<file path="src/rtl/led_mode_sequencer.sv">
// LED mode sequencer: a debounced button steps PASS -> SHIFT -> BLINK -> COUNT,
// and a prescaled tick animates the SHIFT, BLINK and COUNT patterns on the LEDs.
module led_mode_sequencer #(
  parameter int WIDTH        = 16,
  parameter int TICK_DIV     = 50_000_000,
  parameter int DEBOUNCE_CYC = 1_000_000
) (
  input  logic             clk,
  input  logic             reset,
  input  logic [WIDTH-1:0] sw,
  input  logic             btn_next,
  output logic [WIDTH-1:0] led,
  output logic [1:0]       mode
);

  localparam int TW = (TICK_DIV > 1) ? $clog2(TICK_DIV) : 1;
  localparam int DW = (DEBOUNCE_CYC > 1) ? $clog2(DEBOUNCE_CYC + 1) : 1;
  localparam logic [TW-1:0] TICK_LAST = TW'(TICK_DIV - 1);
  localparam logic [DW-1:0] DB_LAST   = DW'(DEBOUNCE_CYC - 1);
  localparam logic [WIDTH-1:0] ONE_HOT0 = {{(WIDTH-1){1'b0}}, 1'b1};

  typedef enum logic [1:0] {
    PASS  = 2'b00,
    SHIFT = 2'b01,
    BLINK = 2'b10,
    COUNT = 2'b11
  } state_t;

  state_t           state_q, state_d;
  logic             btn_s1_q, btn_s1_d;
  logic             btn_s2_q, btn_s2_d;
  logic             btn_db_q, btn_db_d;
  logic [DW-1:0]    db_cnt_q, db_cnt_d;
  logic             next_pulse_q, next_pulse_d;
  logic [TW-1:0]    tick_cnt_q, tick_cnt_d;
  logic [WIDTH-1:0] pattern_q, pattern_d;
  logic             phase_q, phase_d;
  logic [WIDTH-1:0] count_q, count_d;
  logic [WIDTH-1:0] led_q, led_d;
  logic             tick;

  assign tick = (tick_cnt_q == TICK_LAST);
  assign led  = led_q;
  assign mode = state_q;

  // Synchronise the button, debounce it and turn the accepted press into a one-cycle pulse.
  always_comb begin
    btn_s1_d     = btn_next;
    btn_s2_d     = btn_s1_q;
    btn_db_d     = btn_db_q;
    db_cnt_d     = '0;
    next_pulse_d = 1'b0;
    if (btn_s2_q != btn_db_q) begin
      if (db_cnt_q == DB_LAST) begin
        btn_db_d     = btn_s2_q;
        next_pulse_d = btn_s2_q;  // only the press edge steps the mode
      end else begin
        db_cnt_d = db_cnt_q + 1'b1;
      end
    end
  end

  // Mode FSM, tick prescaler and per-mode animation state; a mode change beats a tick.
  always_comb begin
    state_d    = state_q;
    tick_cnt_d = tick ? '0 : tick_cnt_q + 1'b1;
    pattern_d  = pattern_q;
    phase_d    = phase_q;
    count_d    = count_q;
    if (next_pulse_q) begin
      tick_cnt_d = '0;
      unique case (state_q)
        PASS: begin
          state_d   = SHIFT;
          pattern_d = (sw == '0) ? ONE_HOT0 : sw;
        end
        SHIFT: begin
          state_d = BLINK;
          phase_d = 1'b0;
        end
        BLINK: begin
          state_d = COUNT;
          count_d = '0;
        end
        COUNT: state_d = PASS;
      endcase
    end else if (tick) begin
      unique case (state_q)
        SHIFT:   pattern_d = {pattern_q[WIDTH-2:0], pattern_q[WIDTH-1]};
        BLINK:   phase_d   = ~phase_q;
        COUNT:   count_d   = count_q + 1'b1;
        default: ;
      endcase
    end
  end

  // LED drive selected by the current mode, registered one cycle later.
  always_comb begin
    led_d = '0;
    unique case (state_q)
      PASS:  led_d = sw;
      SHIFT: led_d = pattern_q;
      BLINK: led_d = phase_q ? '0 : sw;
      COUNT: led_d = count_q;
    endcase
  end

  // State registers with synchronous reset.
  always_ff @(posedge clk) begin
    if (reset) begin
      state_q      <= PASS;
      btn_s1_q     <= 1'b0;
      btn_s2_q     <= 1'b0;
      btn_db_q     <= 1'b0;
      db_cnt_q     <= '0;
      next_pulse_q <= 1'b0;
      tick_cnt_q   <= '0;
      pattern_q    <= '0;
      phase_q      <= 1'b0;
      count_q      <= '0;
      led_q        <= '0;
    end else begin
      state_q      <= state_d;
      btn_s1_q     <= btn_s1_d;
      btn_s2_q     <= btn_s2_d;
      btn_db_q     <= btn_db_d;
      db_cnt_q     <= db_cnt_d;
      next_pulse_q <= next_pulse_d;
      tick_cnt_q   <= tick_cnt_d;
      pattern_q    <= pattern_d;
      phase_q      <= phase_d;
      count_q      <= count_d;
      led_q        <= led_d;
    end
  end

endmodule

</file>
<file path="config.mk">
export PLATFORM = sky130hd
export DESIGN_NAME = led_mode_sequencer
export DESIGN_NICKNAME = d
export VERILOG_FILES = /design/src/rtl/led_mode_sequencer.sv
export SDC_FILE = /design/constraint.sdc
export NUM_CORES = 1
export LEC_CHECK = 0
export ABC_CLOCK_PERIOD_IN_PS = 4400
export CAP_MARGIN = 40
export CORE_AREA = 10 10 103 105
export CTS_CLUSTER_DIAMETER = 150
export DETAILED_ROUTE_END_ITERATION = 7
export DIE_AREA = 0 0 113 115
export PLACE_DENSITY = 0.74
export SETUP_SLACK_MARGIN = 0.1
export SYNTH_ARGS = -nofsm -noshare
export SYNTH_HDL_FRONTEND = slang
export SYNTH_SLANG_ARGS = --single-unit
</file>
<file path="constraint.sdc">
create_clock -name clk -period 4.4 [get_ports clk]
set_input_delay 1.1 -clock clk [delete_from_list [all_inputs] [get_ports clk]]
set_output_delay 1.1 -clock clk [all_outputs]
set_load 0.02 [all_outputs]
</file>
==> results.txt <==
----------------------------------------------------
[Timing]
  Portion of the clock cycle consumed by the worst path in the final layout ... 0.637
  Number of max-slew violations in the final report ... 0
  Setup repair after global routing missed its margin ... no
  Count of endpoints failing setup in the final report ... 0
  Final critical path time including I/O delays and setup ... 2.80 ns
  Final Hold Vio Count ... 0
  Final TNS setup ... 0 ns
  Remaining max-slew budget at the tightest pin ... 0.457
  Worst Tran Pin Value ... 0.812 ns
  Highest achievable clock rate ... 357 MHz
  Setup skew after layout ... 0.0148 ns

[Pwr]
  Cell leakage power ... 1.72 nW
  Sequential share of power ... 0.569
  Internal power component ... 1.24 mW
  Proportion of power drawn by the clock network ... 0.380
  Maximum vdd ir drop ... 164 uV
  Switching power total ... 0.395 mW
  Total power density per cell area ... 314 nW/um^2
  Comb pwr share ... 0.052
  Switching part of the total ... 0.242

[Die]
  Core footprint ... 8550 um^2
  DIE HEIGHT ... 115 um
  Starting density of the core ... 0.536
  Die width ... 113 um
  Standard-cell rows ... 34
  Die outline area ... 13000 um^2
  Boundary pin count ... 37

[Synth]
  Number of flops mapped to enable cells by yosys ... 0
  Cell variety after synth ... 46
  Most frequent cell after synthesis ... sky130_fd_sc_hd__nor2_1
  Share of flip-flops with an asynchronous set or reset ... 0
  Syn nets ... 562
  Predominant post-synthesis flop cell ... sky130_fd_sc_hd__dfxtp_1
  Share of synthesized area occupied by flip-flops and latches ... 0.441
  Synthesis Warnings ... 0
  Gate Count Post-Synth ... 535
  Commonest cells post-synth ... sky130_fd_sc_hd__nor2_1, sky130_fd_sc_hd__dfxtp_1, sky130_fd_sc_hd__xor2_1
  Post-synthesis cell type with the largest combined area ... sky130_fd_sc_hd__dfxtp_1
  Largest cells by area after synthesis ... sky130_fd_sc_hd__dfxtp_1, sky130_fd_sc_hd__nor2_1, sky130_fd_sc_hd__xor2_1
  Synth top area share ... 0.441
  Register bit total from synthesis ... 101
  Average cell area after synthesis ... 8.56 um^2
  Area of the mapped netlist ... 4580 um^2

[Global route]
  Grt total ovfl ... 0
  Number of global-route vias before repair ... 3691
  GRT Overall Usage ... 0.158
  Number of antenna violations at the first check in global routing ... 0
  Maximum number of pins on one net before global-route repair ... 45
  First-pass GRT wire length ... 17300 um

[Critical path]
  Worst setup path category ... reg2reg
  CP peak stage delay ... 0.63 ns
  Dominant delay contributor by cell family on the critical path ... simple AND/OR/NAND/NOR gates
  Largest fanout on the critical path ... 17
  Series of cell instances along the critical path ... ha_1 -> inv_1 -> or4_1 -> nor3_1 -> mux2_2 -> nor2_1
  Reg2Reg Launch Point ... mode[1]
  CP Launch Point ... mode[1]
  Worst reg2reg endpoint ... count_q[0]
  Register-to-Register Setup Slack ... 1.60 ns
  Startpoint kind of the worst setup timing path ... register
  Endpoint kind of the worst setup timing path ... register
  Combined buffer and inverter count along the critical path ... 1
  CP max stage cell ... sky130_fd_sc_hd__ha_1
  Worst reg2reg path depth ... 6
  Required @ worst endpoint ... 4.70 ns
  Critical path arrival ... 3.11 ns

[CTS]
  Latest clock arrival within the worst-skew pair ... 0.37 ns
  Count of instances resized after the clock tree is built ... 0
  Clk slew on worst S/H paths ... 0.10 ns
  Clock root buffer ... sky130_fd_sc_hd__clkbuf_8
  Clock tree from TritonCTS ... built
  Number of H-tree branching levels ... 3
  CTS Hold Buffers Added ... 0
  Number of clock sinks ... 101
  Maximum count of clock buffers along a single path ... 2
  Post-CTS setup buffer count ... 0
  Total CTS buffers ... 9

[Hold path]
  Class of the most critical hold timing path ... reg2reg
  Worst Hold Path EP ... btn_s2_q
  Hold_sp ... btn_s1_q
  Hold depth ... 1

[Final layout]
  Share of post-route cells with drive strength above 1 ... 0.0532
  Post-layout nets ... 586
  Final standard cell utilization of the core ... 0.610
  Filler Cell Count ... 735
  Synth-to-layout area growth ... 13.9%
  Final Non-Filler Cells ... 672
  Number of antenna cells inserted ... 0

[Detailed routing]
  Total number of vias ... 3832
  Routed via count divided by cell count ... 5.70
  Wire length reported by the detailed router ... 10300 um
  Number of iterations in the first detailed-routing pass ... 6
  DRT iter0 DRCs ... 225
  Residual DRC count ... 0
  Average wire length per cell after detail routing ... 15.4 um
  ANT nets after route ... 0

[Run status]
  Run status ... finished clean

[Place]
  Half-perimeter wire length after detailed placement ... 7320 um
  Number of port buffers ... 36
  Cell count after placement ... 656
  Final GP Congestion ... 0.923

[Job]
  Max cap viols ... 0

----------------------------------------------------
## metrics by stage
stage / instance area [um^2] / total power, mW / hold slack, ns / worst slack (ns)
floorplan: 4580 / 0.990 / 0.414 / 2.06
global placement: 4990 / 1.04 / 0.428 / 1.54
detailed placement: 5000 / 1.04 / 0.442 / 1.46
CTS: 5220 / 1.66 / 0.460 / 1.61
global route: 5220 / 1.70 / 0.472 / 1.39
finish: 5220 / 1.64 / 0.459 / 1.60
## per-layer routing
layer  part of all wire  wire length, um  GRT usage  vias up
li1                   -                -          -     1921
met1               0.44             4550      0.184     1809
met2               0.48             5000      0.268       84
met3              0.054              554     0.0505       18
met4              0.023              239     0.0592        0
met5                  0                0          0        -
## how the worst max path moves through the flow
stage,endpoint,slack [ns],depth (start not counted)
after floorplan,pattern_q[10],2.06,7
after global placement,db_cnt_q[10],1.54,5
after detailed placement,count_q[5],1.46,4
after CTS,count_q[0],1.61,6
after global routing,count_q[0],1.39,6
final,count_q[0],1.60,6
## layout by cell type, fill, tap and decap left out, drive strengths merged, types with 9 or more instances in the layout
| cell type | n |
|---|---|
| a211oi | 17 |
| a21oi | 19 |
| a22oi | 16 |
| and3 | 10 |
| clkbuf | 9 |
| clkdlybuf4s50 | 36 |
| dfxtp | 101 |
| inv | 15 |
| mux2i | 18 |
| nand2 | 26 |
| nand3 | 28 |
| nand4 | 15 |
| nor2 | 118 |
| o21ai | 14 |
| o31ai | 9 |
| xnor2 | 13 |
| xor2 | 31 |
## power by group through the flow
stage	registers [mW]	logic, mW	clock network, mW
after global routing	0.932	0.0918	0.679
after detailed placement	0.952	0.0849	0
final	0.930	0.0847	0.621
after global placement	0.951	0.0839	0
after CTS	0.931	0.0852	0.643
after floorplan	0.961	0.0285	0
## sequential cells by signal (all words and copies together), names as in the netlist
register      cells
count_q          16
mode              2
pattern_q        16
led              16
next_pulse_q      1
db_cnt_q         20
btn_s2_q          1
btn_db_q          1
tick_cnt_q       26
phase_q           1
btn_s1_q          1
## cell families after synthesis
group           share of synthesized area
mux                                0.0442
xor+xnor                           0.0841
flops                               0.441
compound gates                      0.125
simple gates                        0.249
fa+ha+maj                          0.0219
buf+inv                            0.0344
## final cells by class
type,count,area (um^2),share of cell area
Sequential cell,101,2020,0.388
Inverter,11,41.3,0.00792
Tap cell,108,135,0.0259
Multi-Input combinational cell,396,2410,0.462
Timing Repair Buffer,40,393,0.0753
Clock buffer,9,124,0.0237
Clock inverter,7,88.8,0.0170
No activity file was read; power rests on OpenSTA's default activity.
